### src/rtl/barrel_pkg.sv
// ---------------------------------------------------------------------------
// barrel_pkg
// Shared definitions for the barrel_shift_sequencer slice:
//   - data / amount widths and the largest single-pass shift
//   - sequencer state encoding
//   - shift-direction constants
//   - step selection helper used by the sequencer's step mux
// ---------------------------------------------------------------------------
package barrel_pkg;

    // Data width is fixed by the barrel_shifter datapath.
    localparam int DATA_W   = 4;
    // Command shift-amount width; largest requested shift is 2**AMT_W-1 = 7.
    localparam int AMT_W    = 3;
    // Largest shift the barrel_shifter performs in a single pass.
    localparam int STEP_MAX = 3;
    // Width of the barrel_shifter amount input (holds 0..STEP_MAX).
    localparam int STEP_W   = 2;

    localparam logic DIR_LEFT  = 1'b0;
    localparam logic DIR_RIGHT = 1'b1;

    typedef enum logic [1:0] {
        IDLE  = 2'd0,
        SHIFT = 2'd1,
        DONE  = 2'd2
    } state_t;

    // Size of the next pass: the full remainder when it fits in one pass,
    // otherwise the largest pass the shifter supports.
    function automatic logic [STEP_W-1:0] step_of(input logic [AMT_W-1:0] rem);
        logic [STEP_W-1:0] step;
        if (rem > AMT_W'(STEP_MAX)) begin
            step = STEP_W'(STEP_MAX);
        end else begin
            step = rem[STEP_W-1:0];
        end
        return step;
    endfunction

endpackage

### src/rtl/barrel_shifter.sv
// ---------------------------------------------------------------------------
// barrel_shifter
// Combinational 4-bit logical barrel shifter, shift amount 0..3, zero fill.
// Ports:
//   data_in   in  DATA_W  operand
//   shift_amt in  STEP_W  shift amount 0..3
//   dir       in  1       0 = left, 1 = right
//   data_out  out DATA_W  shifted operand
// ---------------------------------------------------------------------------
module barrel_shifter
    import barrel_pkg::*;
(
    input  logic [DATA_W-1:0] data_in,
    input  logic [STEP_W-1:0] shift_amt,
    input  logic              dir,
    output logic [DATA_W-1:0] data_out
);

    // Logical shift in the requested direction; vacated bits fill with zero.
    always_comb begin
        data_out = {DATA_W{1'b0}};
        if (dir == DIR_RIGHT) begin
            data_out = data_in >> shift_amt;
        end else begin
            data_out = data_in << shift_amt;
        end
    end

endmodule

### src/rtl/barrel_shift_sequencer.sv
// ---------------------------------------------------------------------------
// barrel_shift_sequencer
// Command front-end for the 0..3 barrel_shifter. Accepts {data, amount 0..7,
// dir}, splits amounts above 3 into passes of at most 3 that loop through a
// single shifter instance, and presents the result on a valid/ready output.
// Ports:
//   clk        in   1       rising-edge clock
//   rst_n      in   1       asynchronous active-low reset
//   in_valid   in   1       command valid
//   in_ready   out  1       command accepted when in_valid & in_ready
//   in_data    in   DATA_W  operand
//   in_amt     in   AMT_W   total shift amount
//   in_dir     in   1       0 = left, 1 = right
//   out_valid  out  1       result valid
//   out_ready  in   1       consumer accepts result
//   out_data   out  DATA_W  shifted result
//   busy       out  1       high while a command is shifting or waiting
// All outputs are registers; their next values are decoded from the
// next state so they line up exactly with the state register.
// ---------------------------------------------------------------------------
module barrel_shift_sequencer
    import barrel_pkg::*;
(
    input  logic              clk,
    input  logic              rst_n,
    input  logic              in_valid,
    output logic              in_ready,
    input  logic [DATA_W-1:0] in_data,
    input  logic [AMT_W-1:0]  in_amt,
    input  logic              in_dir,
    output logic              out_valid,
    input  logic              out_ready,
    output logic [DATA_W-1:0] out_data,
    output logic              busy
);

    state_t              state_r;
    state_t              state_s;
    logic [DATA_W-1:0]   acc_r;
    logic [DATA_W-1:0]   acc_s;
    logic [AMT_W-1:0]    rem_r;
    logic [AMT_W-1:0]    rem_s;
    logic                dir_r;
    logic                dir_s;
    logic [DATA_W-1:0]   out_data_r;
    logic [DATA_W-1:0]   out_data_s;
    logic                out_valid_r;
    logic                in_ready_r;
    logic                busy_r;
    logic [STEP_W-1:0]   step_s;
    logic [DATA_W-1:0]   shift_out_s;

    // Size of the pass applied this cycle.
    assign step_s = step_of(rem_r);

    barrel_shifter u_shift (
        .data_in   (acc_r),
        .shift_amt (step_s),
        .dir       (dir_r),
        .data_out  (shift_out_s)
    );

    // State register.
    always_ff @(posedge clk or negedge rst_n) begin
        if (!rst_n) begin
            state_r <= IDLE;
        end else begin
            state_r <= state_s;
        end
    end

    // Next-state and datapath next-value decode.
    always_comb begin
        state_s    = state_r;
        acc_s      = acc_r;
        rem_s      = rem_r;
        dir_s      = dir_r;
        out_data_s = out_data_r;
        case (state_r)
            IDLE: begin
                if (in_valid) begin
                    acc_s = in_data;
                    rem_s = in_amt;
                    dir_s = in_dir;
                    if (in_amt == {AMT_W{1'b0}}) begin
                        // Nothing to shift: the operand is the result.
                        state_s    = DONE;
                        out_data_s = in_data;
                    end else begin
                        state_s = SHIFT;
                    end
                end else begin
                    state_s = IDLE;
                end
            end
            SHIFT: begin
                acc_s = shift_out_s;
                // step never exceeds rem, so this cannot wrap.
                rem_s = rem_r - AMT_W'(step_s);
                if (rem_r == AMT_W'(step_s)) begin
                    // Final pass: capture the result alongside the state change.
                    state_s    = DONE;
                    out_data_s = shift_out_s;
                end else begin
                    state_s = SHIFT;
                end
            end
            DONE: begin
                if (out_ready) begin
                    state_s = IDLE;
                end else begin
                    state_s = DONE;
                end
            end
            default: begin
                state_s = IDLE;
            end
        endcase
    end

    // Datapath registers: accumulator, remaining amount, direction, result.
    always_ff @(posedge clk or negedge rst_n) begin
        if (!rst_n) begin
            acc_r      <= {DATA_W{1'b0}};
            rem_r      <= {AMT_W{1'b0}};
            dir_r      <= DIR_LEFT;
            out_data_r <= {DATA_W{1'b0}};
        end else begin
            acc_r      <= acc_s;
            rem_r      <= rem_s;
            dir_r      <= dir_s;
            out_data_r <= out_data_s;
        end
    end

    // Handshake/status outputs registered from the next state.
    always_ff @(posedge clk or negedge rst_n) begin
        if (!rst_n) begin
            in_ready_r  <= 1'b1;
            out_valid_r <= 1'b0;
            busy_r      <= 1'b0;
        end else begin
            in_ready_r  <= (state_s == IDLE);
            out_valid_r <= (state_s == DONE);
            busy_r      <= (state_s != IDLE);
        end
    end

    assign in_ready  = in_ready_r;
    assign out_valid = out_valid_r;
    assign busy      = busy_r;
    assign out_data  = out_data_r;

endmodule

### config.mk
export PLATFORM = sky130hd
export DESIGN_NAME = barrel_shift_sequencer
export DESIGN_NICKNAME = d
export VERILOG_FILES = /design/src/rtl/barrel_pkg.sv /design/src/rtl/barrel_shifter.sv /design/src/rtl/barrel_shift_sequencer.sv
export SDC_FILE = /design/constraint.sdc
export NUM_CORES = 1
export LEC_CHECK = 0
export CORE_UTILIZATION = 43
export CTS_BUF_LIST = sky130_fd_sc_hd__clkbuf_8
export DETAILED_ROUTE_END_ITERATION = 10
export GPL_ROUTABILITY_DRIVEN = 0
export HOLD_SLACK_MARGIN = 0.1
export PLACE_DENSITY = 0.78
export SYNTH_ARGS = -nofsm -noshare
export SYNTH_HDL_FRONTEND = slang
export SYNTH_HIERARCHICAL = 1
export SYNTH_SLANG_ARGS = --single-unit
### constraint.sdc
create_clock -name clk -period 2.55 [get_ports clk]
set_input_delay 0.3825 -clock clk [delete_from_list [all_inputs] [get_ports clk]]
set_output_delay 0.3825 -clock clk [all_outputs]
set_load 0.01 [all_outputs]
After elaboration in Yosys (flattened, before gate mapping)
Index checks and enable logic that the tools add are counted.

Register bits after elaboration: 17. Input port bits: 12. Output and inout bits: 7. Word-level logic and storage cells: 42.

Add/sub/neg operators: 1. $lt $le $gt $ge: 1. Equal/unequal tests: 7. Shift operators: 2. Multiplexer cells: 15. Reductions and logical operators: 8.

Operators with widths (count): 4-bit 2-to-1 mux (5); 4-bit case mux with 2 select lines (2); 2-bit 2-to-1 mux (5); 2-bit inequality test, second input constant (3); 2-bit case mux with 3 select lines (1); 3-bit case mux with 2 select lines (1); 2-bit == test, second input constant (2); 2-bit zero test (2); 2-bit AND reduction (2); 4-bit AND reduction (1); 2-bit nonzero test (2); 4-bit by 2-bit left shift with 4-bit output (1); 4-bit by 2-bit right shift with 4-bit output (1); 3-bit by 2-bit == test with 1-bit output (1); 3-bit by 2-bit > comparator with 1-bit output, second input constant (1); 3-bit zero test (1); 3-bit 2-to-1 mux (1); 3-bit by 2-bit subtractor with 3-bit output (1); 2-bit by 1-bit == test with 1-bit output, second input constant (1).

Longest topological paths before layout
Gate-level depths: netlist (run 1).

Depth after elaboration: 6. Mapped depth: 7. Depth with buffers taken out: 6.

Modules after synthesis
The synthesis (run 1) kept the hierarchy.

Modules (own cells, without submodules): barrel_shift_sequencer (instances 1, cells each 88, area each 864.6 um^2, sequential area each 426.7 um^2); barrel_shifter (instances 1, cells each 23, area each 173.9 um^2, sequential area each 0.0 um^2).

Least setup slack after synthesis (run 1)
No wires, ideal clock.

Path kind: register to register. Start: reg rem_r[2]. End: reg acc_r[2]. Library setup time: 0.133 ns. Arrival time: 1.566 ns. Required time: 2.417 ns. Slack: 0.851 ns. Stages on the path, launching flop included: 8. Path buffers: 1. Clock period less this slack: 1.699 ns. Cells stage by stage: dfrtp_1 > or2_2 > buf_6 > mux2_1 > nand2_1 > o211ai_2 > a22oi_1 > o21ai_0.

Longest elaborated chain between the ends: 5. Elaborated cells on any way between the ends: 6. Classes of those cells: 1 x order compare; 2 x shift; 3 x mux.

Ends and longest elaborated chain: from (decl) (RTL line barrel_shift_sequencer.sv:41) `logic [AMT_W-1:0] rem_r;`; from (signal assigned) (RTL line barrel_shift_sequencer.sv:125) `rem_r <= {AMT_W{1'b0}};`; from (signal assigned) (RTL line barrel_shift_sequencer.sv:130) `rem_r <= rem_s;`; 3-bit by 2-bit > comparator with 1-bit output (*) (RTL line barrel_pkg.sv:33) `if (rem > AMT_W'(STEP_MAX)) begin`; 2-bit 2-to-1 mux (*) (RTL line barrel_pkg.sv:33); via step_s[0] (RTL line barrel_shift_sequencer.sv:50) `logic [STEP_W-1:0] step_s;`; 4-bit by 2-bit left shift with 4-bit output or 4-bit by 2-bit right shift with 4-bit output (tied branches) (RTL line barrel_shifter.sv:25, barrel_shifter.sv:23); 4-bit 2-to-1 mux (*) (RTL line barrel_shifter.sv:22) `if (dir == DIR_RIGHT) begin`; via shift_out_s[2] (RTL line barrel_shift_sequencer.sv:51) `logic [DATA_W-1:0] shift_out_s;`; 4-bit case mux with 2 select lines (*) (RTL line barrel_shift_sequencer.sv:79) `case (state_r)`; to (signal assigned) (RTL line barrel_shift_sequencer.sv:124) `acc_r <= {DATA_W{1'b0}};`; to (signal assigned) (RTL line barrel_shift_sequencer.sv:129) `acc_r <= acc_s;`; to (decl) (RTL line barrel_shift_sequencer.sv:39) `logic [DATA_W-1:0] acc_r;`.

The timed path passes the listed nets; every way through them passes the cells marked *. A chain may end at the register's enable or synchronous reset.

Final worst setup path (run 1)
Start: in in_valid. End: reg out_data_r[2], in the netlist out_data[2].

Longest elaborated chain between the ends: 2.

Ends and longest elaborated chain: from (decl) (RTL line barrel_shift_sequencer.sv:26) `input logic in_valid,`; 2-bit inequality test (no source line); 4-bit AND reduction (no source line); to (signal assigned) (RTL line barrel_shift_sequencer.sv:127) `out_data_r <= {DATA_W{1'b0}};`; to (signal assigned) (RTL line barrel_shift_sequencer.sv:132) `out_data_r <= out_data_s;`; to (decl) (RTL line barrel_shift_sequencer.sv:45) `logic [DATA_W-1:0] out_data_r;`.

No other way between the ends.

==> results of run 1 <==
[state kept, by name (all words and copies together) (netlist names)]
signal and cells:
acc_r 4, out_data 4, rem_r 3, state_r 2, busy 1, dir_r 1
in_ready 1, out_valid 1
[routing by layer]
| metal | up-vias | share of wire | GRT usage |
|---|---|---|---|
| met3 | 2 | 0.058 | 0.0387 |
| met5 | - | 0 | 0 |
| met2 | 36 | 0.46 | 0.294 |
| li1 | 433 | - | - |
| met4 | 0 | 0.011 | 0.0787 |
| met1 | 422 | 0.47 | 0.231 |
[Yosys cell counts, types with 2 or more instances]
| cell | count |
|---|---|
| sky130_fd_sc_hd__dfrtp_1 | 16 |
| sky130_fd_sc_hd__a21oi_1 | 11 |
| sky130_fd_sc_hd__o21ai_0 | 9 |
| sky130_fd_sc_hd__nor2b_1 | 7 |
| sky130_fd_sc_hd__a22oi_1 | 5 |
| sky130_fd_sc_hd__nor2_1 | 5 |
| sky130_fd_sc_hd__inv_1 | 4 |
| sky130_fd_sc_hd__nand2_1 | 4 |
| sky130_fd_sc_hd__nand3_1 | 4 |
| sky130_fd_sc_hd__o32ai_1 | 4 |
| sky130_fd_sc_hd__clkbuf_1 | 3 |
| sky130_fd_sc_hd__mux2_2 | 3 |
| sky130_fd_sc_hd__or3_1 | 3 |
| sky130_fd_sc_hd__and2_1 | 2 |
| sky130_fd_sc_hd__buf_6 | 2 |
| sky130_fd_sc_hd__ha_1 | 2 |
| sky130_fd_sc_hd__mux2i_1 | 2 |
| sky130_fd_sc_hd__nand2b_1 | 2 |
| sky130_fd_sc_hd__nand3b_1 | 2 |
| sky130_fd_sc_hd__or2_2 | 2 |
[area by class of cell]
class	instances	area share
Clock buffer	3	0.0330
Tap cell	28	0.0280
Clock inverter	1	0.00400
Timing Repair Buffer	18	0.144
Sequential cell	17	0.341
Inverter	4	0.0120
Multi-Input combinational cell	82	0.439
[tightest hold or removal path: cells and delay by family (launching register included)]
family           cells  cell delay (ns)
AO/OA/AOI/OAI        1             0.06
flip-flops           1             0.36
AND/OR/NAND/NOR      1             0.05
[cells by family (layout without fill, tap and decap cells)]
logic type      count (synthesis)  after routing  share of synthesized area
flops                          17             17                      0.411
compound gates                 37             37                      0.230
buf+inv                        12             26                     0.0602
fa+ha+maj                       2              2                     0.0241
simple gates                   37             37                      0.212
mux                             6              6                     0.0626
[stage by stage]
stage / setup WS, ns / util / hold slack, ns
2_1_floorplan: 0.851 / - / 0.0869
3_3_place_gp: 0.511 / 0.535 / 0.492
3_5_place_dp: 0.426 / 0.535 / 0.499
4_1_cts: 0.693 / 0.555 / 0.515
5_1_grt: 0.538 / 0.555 / 0.537
6_report: 0.675 / 0.555 / 0.507
[worst paths after layout]
path | from | endpoint | depth (start not counted)
worst min register to register | rem_r[1] | rem_r[1] | 2
worst max-delay path | in_valid | out_data[2] | 4
min in group asynchronous | rst_n | dir_r | 1
max in group asynchronous | rst_n | acc_r[3] | 1
worst min-delay path | rem_r[1] | rem_r[1] | 2
worst max register to register | rem_r[2] | acc_r[2] | 6
[power groups by stage]
stage	logic, W	registers, W	clock network (W)
after CTS	0.000778	0.000550	0.000206
after detailed placement	0.000774	0.000555	0
after global placement	0.000751	0.000549	0
final	0.000780	0.000554	0.000201
after global routing	0.000860	0.000577	0.000216
after floorplan	0.000609	0.000514	0
==> key figures, run 1 <==
Final layout
  • Count of non-filler cells in the finished layout: 153
  • Most frequent cells in the layout: 18 x sky130_fd_sc_hd__clkdlybuf4s50_1, 16 x sky130_fd_sc_hd__dfrtp_1, 11 x sky130_fd_sc_hd__a21oi_1
  • Sequential cell area: 427 sq um
  • Area added between synthesis and finish: 20.6%
  • Fill cell count: 211
  • Share of post-route cells with drive strength above 1: 0.104
  • Total inserted antenna cells: 0
  • Most frequent standard cell in the layout excluding fill and tap cells: sky130_fd_sc_hd__clkdlybuf4s50_1
  • Final instance area: 1250 sq um
  • Count of nets after finishing: 140
  • Area taken by multi-input logic gates: 549 sq um

Drt
  • Number of routed nets with antenna violations: 0
  • Number of iterations in the first detailed-routing pass: 4
  • Vias per std cell: slightly below 6
  • Post-route DRC violation count: 0
  • Routed WL per cell: 14.4 um
  • Iteration-0 DRC count of the detailed router: 26
  • Final wirelength: 2200 um
  • Routed vias: 893

Pwr
  • Maximum VDD drop: 0.000650 V
  • Combinational share of power: 0.508
  • Clock network power share: 0.131
  • Total Power: 0.00153 W
  • Proportion of power drawn by flip-flops and latches: 0.361
  • LEAKAGE: 0.505 nW
  • Switching power of the nets: about 0.00062 W
  • Internal power: 0.000915 W
  • Power per unit of standard cell area: 1230 nW/um^2
  • Switching power share of the total: 0.404

Critical path
  • Cell with the largest stage delay on the worst path: sky130_fd_sc_hd__clkdlybuf4s50_1
  • Startpoint kind of the worst setup timing path: input port
  • Crit path capture type: flop
  • Buffering stage count on the worst path with inverters included: 1
  • Reg-to-reg slack, setup: 0.72 ns
  • Cell type group with the largest total delay on the critical path: simple AND/OR/NAND/NOR gates
  • Data required time at the worst endpoint: about 2.7 ns
  • Largest stage delay on the critical path: 0.69 ns
  • Crit Path Class: input port to flop
  • Series of cell instances along the critical path: clkdlybuf4s50_1, or3b_4, or2_0, a21oi_1
  • Worst-path fanout max: 11
  • Crit path arrival time: ~2.1 ns

Place
  • Final HPWL from detailed placement: 1610 um
  • Cell count after placement: ~150
  • Port Buf Inserts: 18
  • Dpl cell area: 1210 sq um

Run
  • Count of max-cap constraint violations: 0

STA
  • Part of the cycle the worst path needs: 0.735
  • Max Transition Viols Final: 0
  • Measured slew at the worst slew-check pin: 0.747 ns
  • Period minus WS final: 1.88 ns
  • Endpoints failing setup: 0
  • Final worst clock skew: roughly 0.0038 ns
  • Fin Setup TNS: 0 ns
  • Setup repair after global routing missed its margin: no
  • Number of endpoints with negative hold slack in the final report: 0
  • Worst max-slew margin expressed relative to the limit: 0.500
  • Timing-limited maximum frequency: about 530 MHz

Floorplanning
  • I/O pin count: 19
  • Die area: 2620 sq um
  • Std cell rows: 17
  • Vertical die dimension: between 50 and 60 um
  • Horiz. Die Dim: 51.1 um
  • Placeable core region: 2250 sq um
  • Starting density of the core: 0.461

Clock tree
  • CTS resizes: 0
  • Skew-Pair Late Insertion Delay: roughly 0.25 ns
  • CTS tree: yes
  • Maximum level of the CTS H-tree: 1
  • Clock buffers created by TritonCTS: 3
  • Total number of clock tree sinks: 17
  • Register clock-pin slew on the reported worst setup and hold paths: 0.07 ns
  • Clock tree buffer depth: 2
  • Hold_buf cts: 0
  • Root Buffer Master: sky130_fd_sc_hd__clkbuf_8
  • Count of buffers added by post-CTS timing repair for setup: 0

Synth
  • Count of different cell masters after synthesis: 39
  • Number of flip-flops and latches in the synthesized netlist: 17
  • Post-synth top flop: sky130_fd_sc_hd__dfrtp_1
  • Synthesis Warnings: 6
  • Instance count of the mapped netlist: approximately 110
  • Share of synthesized area occupied by flip-flops and latches: 0.411
  • FFs w/ async S/R, synth: 1.00
  • Fraction of post-synthesis cell area in the top cell type by area: 0.386
  • Number of enable-type register cells in the synthesized netlist: 0
  • Cell Area, Synth: 1040 sq um
  • Average instance area after synthesis: roughly 9.4 sq um
  • Dominant cells by area after synthesis: sky130_fd_sc_hd__dfrtp_1 39%, sky130_fd_sc_hd__a21oi_1 5.3%, sky130_fd_sc_hd__o21ai_0 4.3%
  • Yosys top cell by area: sky130_fd_sc_hd__dfrtp_1
  • Net Count, Synth: 125

Status
  • Status: complete, no violations

Global route
  • Wire length of the first global-routing pass: 3570 um
  • Overall fraction of global-route tracks in use: 0.182
  • Maximum number of pins on one net before global-route repair: 18
  • Vias in the first global route: between 800 and 900
  • Aggregate global routing overflow: 0
  • Initial antenna violation count: 0

Min path
  • Min-Delay Path Class: flop to flop
No activity file was read; power rests on OpenSTA's default activity.
==> run 2: changes to the inputs <==
==> constraint.sdc (replaced) <==
create_clock -name clk -period 1.89 [get_ports clk]
set_input_delay 0.2835 -clock clk [delete_from_list [all_inputs] [get_ports clk]]
set_output_delay 0.2835 -clock clk [all_outputs]
set_load 0.01 [all_outputs]
==> key figures, run 2 (same netlist as run 1, synthesis figures left out) <==
Status
  • Status: complete, no violations (unchanged)

Clock tree
  • Skew-Pair Late Insertion Delay: 0.25 ns (about the same)
  • Clock buffers created by TritonCTS: 3 (unchanged)
  • Clock tree buffer depth: 2 (unchanged)
  • CTS resizes: 0 (unchanged)
  • Total number of clock tree sinks: 17 (unchanged)
  • Register clock-pin slew on the reported worst setup and hold paths: 0.07 ns (about the same)
  • Count of buffers added by post-CTS timing repair for setup: 0 (unchanged)
  • Hold_buf cts: 0 (unchanged)
  • Root Buffer Master: sky130_fd_sc_hd__clkbuf_8 (unchanged)
  • Maximum level of the CTS H-tree: 1 (unchanged)
  • CTS tree: yes (unchanged)

Floorplanning
  • I/O pin count: 19 (unchanged)
  • Die area: 2620 sq um (unchanged)
  • Starting density of the core: 0.461 (unchanged)
  • Placeable core region: 2250 sq um (unchanged)
  • Horiz. Die Dim: 51.1 um (unchanged)
  • Vertical die dimension: 51.1 um (unchanged)
  • Std cell rows: 17 (unchanged)

STA
  • Final worst clock skew: 0.00341 ns (was 0.00376 ns)
  • Timing-limited maximum frequency: ~570 MHz
  • Fin Setup TNS: 0 ns (unchanged)
  • Measured slew at the worst slew-check pin: 0.396 ns (was 0.747 ns)
  • Period minus WS final: roughly 1.7 ns
  • Hold slack: 0.346 ns (was 0.507 ns)
  • Max Transition Viols Final: 0 (unchanged)
  • Worst max-slew margin expressed relative to the limit: 0.735 (was 0.500)
  • Endpoints failing setup: 0 (unchanged)
  • Part of the cycle the worst path needs: 0.923
  • Number of endpoints with negative hold slack in the final report: 0 (unchanged)
  • Setup repair after global routing missed its margin: no (unchanged)

Critical path
  • Crit path capture type: flop (unchanged)
  • Startpoint kind of the worst setup timing path: flop (was input port)
  • Cell with the largest stage delay on the worst path: sky130_fd_sc_hd__dfrtp_1 (was sky130_fd_sc_hd__clkdlybuf4s50_1)
  • Data required time at the worst endpoint: 2.02 ns (was 2.73 ns)
  • Cells on worst reg2reg path: 6 (unchanged)
  • Crit path arrival time: 1.87 ns (was 2.05 ns)
  • Largest stage delay on the critical path: 0.41 ns (was 0.69 ns)
  • Worst-path fanout max: 9 (was 11)
  • Series of cell instances along the critical path: or2_2, mux2_1, nand2_1, a21oi_1, a22oi_1, o21ai_0 (was clkdlybuf4s50_1, or3b_4, or2_0, a21oi_1)
  • Crit Path Class: flop to flop (was input port to flop)

Drt
  • Post-route DRC violation count: 0 (unchanged)
  • Routed vias: 912 (was 893)
  • Number of iterations in the first detailed-routing pass: 4 (unchanged)
  • Routed WL per cell: 14.7 um (was 14.4 um)
  • Iteration-0 DRC count of the detailed router: 14 (was 26)
  • Number of routed nets with antenna violations: 0 (unchanged)
  • Vias per std cell: 5.70 (was 5.84)
  • Final wirelength: 2360 um (was 2200 um)

Global route
  • Maximum number of pins on one net before global-route repair: 18 (unchanged)
  • Initial antenna violation count: 0 (unchanged)
  • Vias in the first global route: 838 (was 812)
  • Overall fraction of global-route tracks in use: 0.201 (was 0.182)
  • Wire length of the first global-routing pass: 3860 um (was 3570 um)
  • Aggregate global routing overflow: 0 (unchanged)

Pwr
  • Maximum VDD drop: 0.000855 V (was 0.000650 V)
  • Internal power: 0.00128 W (was 0.000915 W)
  • Power per unit of standard cell area: 1640 nW/um^2 (was 1230 nW/um^2)
  • Proportion of power drawn by flip-flops and latches: 0.327 (was 0.361)
  • Combinational share of power: 0.543 (was 0.508)
  • Switching power of the nets: 0.000855 W (was 0.000620 W)
  • Switching power share of the total: 0.400 (was 0.404)
  • LEAKAGE: 0.540 nW (was 0.505 nW)
  • Clock network power share: 0.130 (was 0.131)

Final layout
  • Count of nets after finishing: 147 (was 140)
  • Area taken by multi-input logic gates: 549 sq um (unchanged)
  • Fill cell count: 223 (was 211)
  • Share of post-route cells with drive strength above 1: 0.152 (was 0.104)
  • Sequential cell area: 427 sq um (unchanged)
  • Most frequent cells in the layout: 18 x sky130_fd_sc_hd__clkdlybuf4s50_1, 16 x sky130_fd_sc_hd__dfrtp_1, 11 x sky130_fd_sc_hd__a21oi_1 (unchanged)
  • Area added between synthesis and finish: 25.7% (was 20.6%)
  • Most frequent standard cell in the layout excluding fill and tap cells: sky130_fd_sc_hd__clkdlybuf4s50_1 (unchanged)
  • Count of non-filler cells in the finished layout: 160 (was 153)
  • Total inserted antenna cells: 0 (unchanged)

Place
  • Cell count after placement: 156 (was 149)
  • Final HPWL from detailed placement: 1830 um (was 1610 um)
  • Port Buf Inserts: 18 (unchanged)

Min path
  • Min-Delay Path Class: input port to asynchronous set/reset pin (was flop to flop)

Run
  • Count of max-cap constraint violations: 0 (unchanged)
## run 2: cell types whose count changed in the layout (fill, tap and decap cells not counted)
| cell | previous run | this run |
|---|---|---|
| sky130_fd_sc_hd__buf_4 | 0 | 7 |
## run 2: worst paths after layout
kind | startpoint | to | slack (ns)
max in group asynchronous | rst_n | in_ready | 1.29
min reg2reg | state_r[1] | state_r[0] | 0.52
min | rst_n | acc_r[2] | 0.35
min in group clk | state_r[1] | state_r[0] | 0.52
max reg2reg | rem_r[2] | acc_r[0] | 0.15
max | rem_r[2] | acc_r[0] | 0.15
## run 2: through the flow
step / util / total power [W] / worst slack [ns] / cell area, sq um
3_3_place_gp: 0.558 / 0.00181 / 0.123 / 1260
3_5_place_dp: 0.558 / 0.00187 / 0.0675 / 1260
5_1_grt: 0.579 / 0.00231 / 0.0114 / 1310
6_report: 0.579 / 0.00214 / 0.146 / 1310
2_1_floorplan: - / 0.00152 / 0.191 / 1040
4_1_cts: 0.579 / 0.00214 / 0.148 / 1310
## run 2: routing by layer
layer / GRT usage / share of wire / wire length, um
met1: 0.261 / 0.45 / 1070
met2: 0.333 / 0.50 / 1180
met3: 0.0298 / 0.034 / 80
met4: 0.0787 / 0.010 / 24
met5: 0 / 0 / 0
## run 2: critical path, delay by kind of cell, from the launching register on
kind             cells  cell delay [ns]
flip-flops           1             0.41
multiplexers         1             0.33
AO/OA/AOI/OAI        3             0.38
AND/OR/NAND/NOR      2             0.50
## run 2: cell type report
| class | instances | share of cell area |
|---|---|---|
| Multi-Input combinational cell | 82 | 0.421 |
| Clock inverter | 1 | 0.00384 |
| Timing Repair Buffer | 25 | 0.178 |
| Inverter | 4 | 0.0115 |
| Tap cell | 28 | 0.0268 |
| Clock buffer | 3 | 0.0316 |
| Sequential cell | 17 | 0.327 |
## run 2: power groups by stage
stage | Combinational, W | Sequential, W | Clock (W)
floorplan | 0.000822 | 0.000693 | 0
global placement | 0.00111 | 0.000698 | 0
detailed placement | 0.00116 | 0.000706 | 0
CTS | 0.00116 | 0.000697 | 0.000282
global route | 0.00129 | 0.000727 | 0.000289
finish | 0.00116 | 0.000699 | 0.000278
==> run 3: changes to the inputs <==
==> constraint.sdc (replaced) <==
create_clock -name clk -period 1.7 [get_ports clk]
set_input_delay 0.255 -clock clk [delete_from_list [all_inputs] [get_ports clk]]
set_output_delay 0.255 -clock clk [all_outputs]
set_load 0.01 [all_outputs]
==> key figures, run 3 (same netlist as run 1, synthesis figures left out) <==
Pwr
  • Maximum VDD drop: 0.00117 V (was 0.000855 V)
  • Clock network power share: 0.123 (was 0.130)
  • Internal power: 0.00151 W (was 0.00128 W)
  • Power per unit of standard cell area: 1870 nW/um^2 (was 1640 nW/um^2)
  • Combinational share of power: 0.574 (was 0.543)
  • Switching power of the nets: 0.00101 W (was 0.000855 W)
  • Proportion of power drawn by flip-flops and latches: 0.303 (was 0.327)
  • LEAKAGE: 0.559 nW (was 0.540 nW)
  • Switching power share of the total: 0.399 (was 0.400)

Clock tree
  • Total number of clock tree sinks: 17 (unchanged)
  • Count of buffers added by post-CTS timing repair for setup: 0 (unchanged)
  • Hold_buf cts: 0 (unchanged)
  • Root Buffer Master: sky130_fd_sc_hd__clkbuf_8 (unchanged)
  • Maximum level of the CTS H-tree: 1 (unchanged)
  • CTS tree: yes (unchanged)
  • Skew-Pair Late Insertion Delay: 0.25 ns (about the same)
  • CTS resizes: 0 (unchanged)
  • Clock tree buffer depth: 2 (unchanged)
  • Clock buffers created by TritonCTS: 3 (unchanged)
  • Register clock-pin slew on the reported worst setup and hold paths: 0.07 ns (about the same)

Critical path
  • Startpoint kind of the worst setup timing path: flop (unchanged)
  • Series of cell instances along the critical path: or2_4, mux2_1, nand2_1, a21oi_1, a22oi_1, o21ai_0 (was or2_2, mux2_1, nand2_1, a21oi_1, a22oi_1, o21ai_0)
  • Crit path arrival time: 1.76 ns (was 1.87 ns)
  • Worst-path fanout max: 6 (was 9)
  • Largest stage delay on the critical path: 0.41 ns (about the same)
  • Crit Path Class: flop to flop (unchanged)
  • Cell type group with the largest total delay on the critical path: flip-flops (was simple AND/OR/NAND/NOR gates)
  • Cell with the largest stage delay on the worst path: sky130_fd_sc_hd__dfrtp_1 (unchanged)
  • Data required time at the worst endpoint: 1.83 ns (was 2.02 ns)
  • Buffering stage count on the worst path with inverters included: 0 (unchanged)
  • Crit path capture type: flop (unchanged)

STA
  • Final worst slack: 0.0696 ns (was 0.146 ns)
  • Max Transition Viols Final: 0 (unchanged)
  • Number of endpoints with negative hold slack in the final report: 0 (unchanged)
  • Fin Setup TNS: 0 ns (unchanged)
  • Endpoints failing setup: 0 (unchanged)
  • Worst max-slew margin expressed relative to the limit: 0.753 (was 0.735)
  • Final worst clock skew: 0.000383 ns (was 0.00341 ns)
  • Measured slew at the worst slew-check pin: 0.370 ns (was 0.396 ns)
  • Period minus WS final: 1.63 ns (was 1.74 ns)
  • Timing-limited maximum frequency: 613 MHz (was 573 MHz)
  • Part of the cycle the worst path needs: 0.959 (was 0.923)

Place
  • Cell count after placement: 159 (was 156)
  • Post-place setup slack: -0.0658 ns (was 0.0675 ns)
  • Final HPWL from detailed placement: 1840 um (was 1830 um)
  • Port Buf Inserts: 18 (unchanged)

Final layout
  • Total inserted antenna cells: 0 (unchanged)
  • Fill cell count: 213 (was 223)
  • Count of non-filler cells in the finished layout: 163 (was 160)
  • Most frequent cells in the layout: 18 x sky130_fd_sc_hd__clkdlybuf4s50_1, 16 x sky130_fd_sc_hd__dfrtp_1, 11 x sky130_fd_sc_hd__a21oi_1 (unchanged)
  • Area added between synthesis and finish: 29.9% (was 25.7%)
  • Count of nets after finishing: 150 (was 147)
  • Sequential cell area: 427 sq um (unchanged)
  • Share of post-route cells with drive strength above 1: 0.193 (was 0.152)
  • Most frequent standard cell in the layout excluding fill and tap cells: sky130_fd_sc_hd__clkdlybuf4s50_1 (unchanged)
  • Final core utilization: 0.598 (was 0.579)
  • Area taken by multi-input logic gates: 571 sq um (was 549 sq um)

Floorplanning
  • Vertical die dimension: 51.1 um (unchanged)
  • Starting density of the core: 0.461 (unchanged)
  • Horiz. Die Dim: 51.1 um (unchanged)
  • Std cell rows: 17 (unchanged)
  • Placeable core region: 2250 sq um (unchanged)
  • I/O pin count: 19 (unchanged)
  • Die area: 2620 sq um (unchanged)

Drt
  • Routed WL per cell: 15.3 um (was 14.7 um)
  • Post-route DRC violation count: 0 (unchanged)
  • Iteration-0 DRC count of the detailed router: 31 (was 14)
  • Final wirelength: 2490 um (was 2360 um)
  • Number of routed nets with antenna violations: 0 (unchanged)
  • Number of iterations in the first detailed-routing pass: 4 (unchanged)
  • Routed vias: 929 (was 912)
  • Vias per std cell: 5.70 (about the same)

Global route
  • Met3 Track Usage GR: 0.0476 (was 0.0298)
  • GR peak layer: met2 (unchanged)
  • Maximum number of pins on one net before global-route repair: 18 (unchanged)
  • Met1 layer usage reported by global route: 0.265 (was 0.261)
  • Wire length of the first global-routing pass: 4060 um (was 3860 um)
  • Vias in the first global route: 885 (was 838)
  • GR Layer Usage met2: 0.351 (was 0.333)
  • Overall fraction of global-route tracks in use: 0.211 (was 0.201)
  • Initial antenna violation count: 0 (unchanged)
  • Aggregate global routing overflow: 0 (unchanged)

Run
  • Count of max-cap constraint violations: 0 (unchanged)

Min path
  • Min-Delay Path Class: input port to asynchronous set/reset pin (unchanged)

Status
  • Status: complete, no violations (unchanged)
## run 3: metal layers
layer  wire, um  share of wire  vias up
li1           -              -      451
met1       1110           0.45      447
met2       1250           0.50       29
met3        123          0.049        2
met4         10         0.0040        0
met5          0              0        -
## run 3: worst paths after layout
check,from,slack (ns),cells past startpoint,end
min,rst_n,0.32,2,acc_r[2]
max in group asynchronous,rst_n,1.13,2,in_ready
max,rem_r[0],0.07,6,acc_r[0]
min in group clk,rem_r[1],0.52,2,rem_r[1]
min reg2reg,rem_r[1],0.52,2,rem_r[1]
max reg2reg,rem_r[0],0.07,6,acc_r[0]
## run 3: layout make-up
| type | instances | share of cell area |
|---|---|---|
| inverter | 4 | 0.0111 |
| clock inverter | 1 | 0.00371 |
| tap | 28 | 0.0260 |
| clock buffer | 3 | 0.0306 |
| timing repair buffer | 28 | 0.189 |
| sequential | 17 | 0.316 |
| multi-input combinational | 82 | 0.423 |
## run 3: power groups by stage
stage / registers, W / clock network (W) / logic [W]
floorplan: 0.000771 / 0 / 0.000914
global placement: 0.000751 / 0 / 0.00132
detailed placement: 0.000767 / 0 / 0.00138
CTS: 0.000759 / 0.000311 / 0.00138
global route: 0.000789 / 0.000328 / 0.00159
finish: 0.000764 / 0.000309 / 0.00145
## run 3: metrics by stage
step | total power (W) | instance area, sq um | hold slack (ns)
2_1_floorplan | 0.00168 | 1040 | -0.0406
3_3_place_gp | 0.00207 | 1280 | 0.489
4_1_cts | 0.00245 | 1330 | 0.323
6_report | 0.00252 | 1350 | 0.315
3_5_place_dp | 0.00214 | 1280 | 0.504
5_1_grt | 0.00271 | 1350 | 0.341
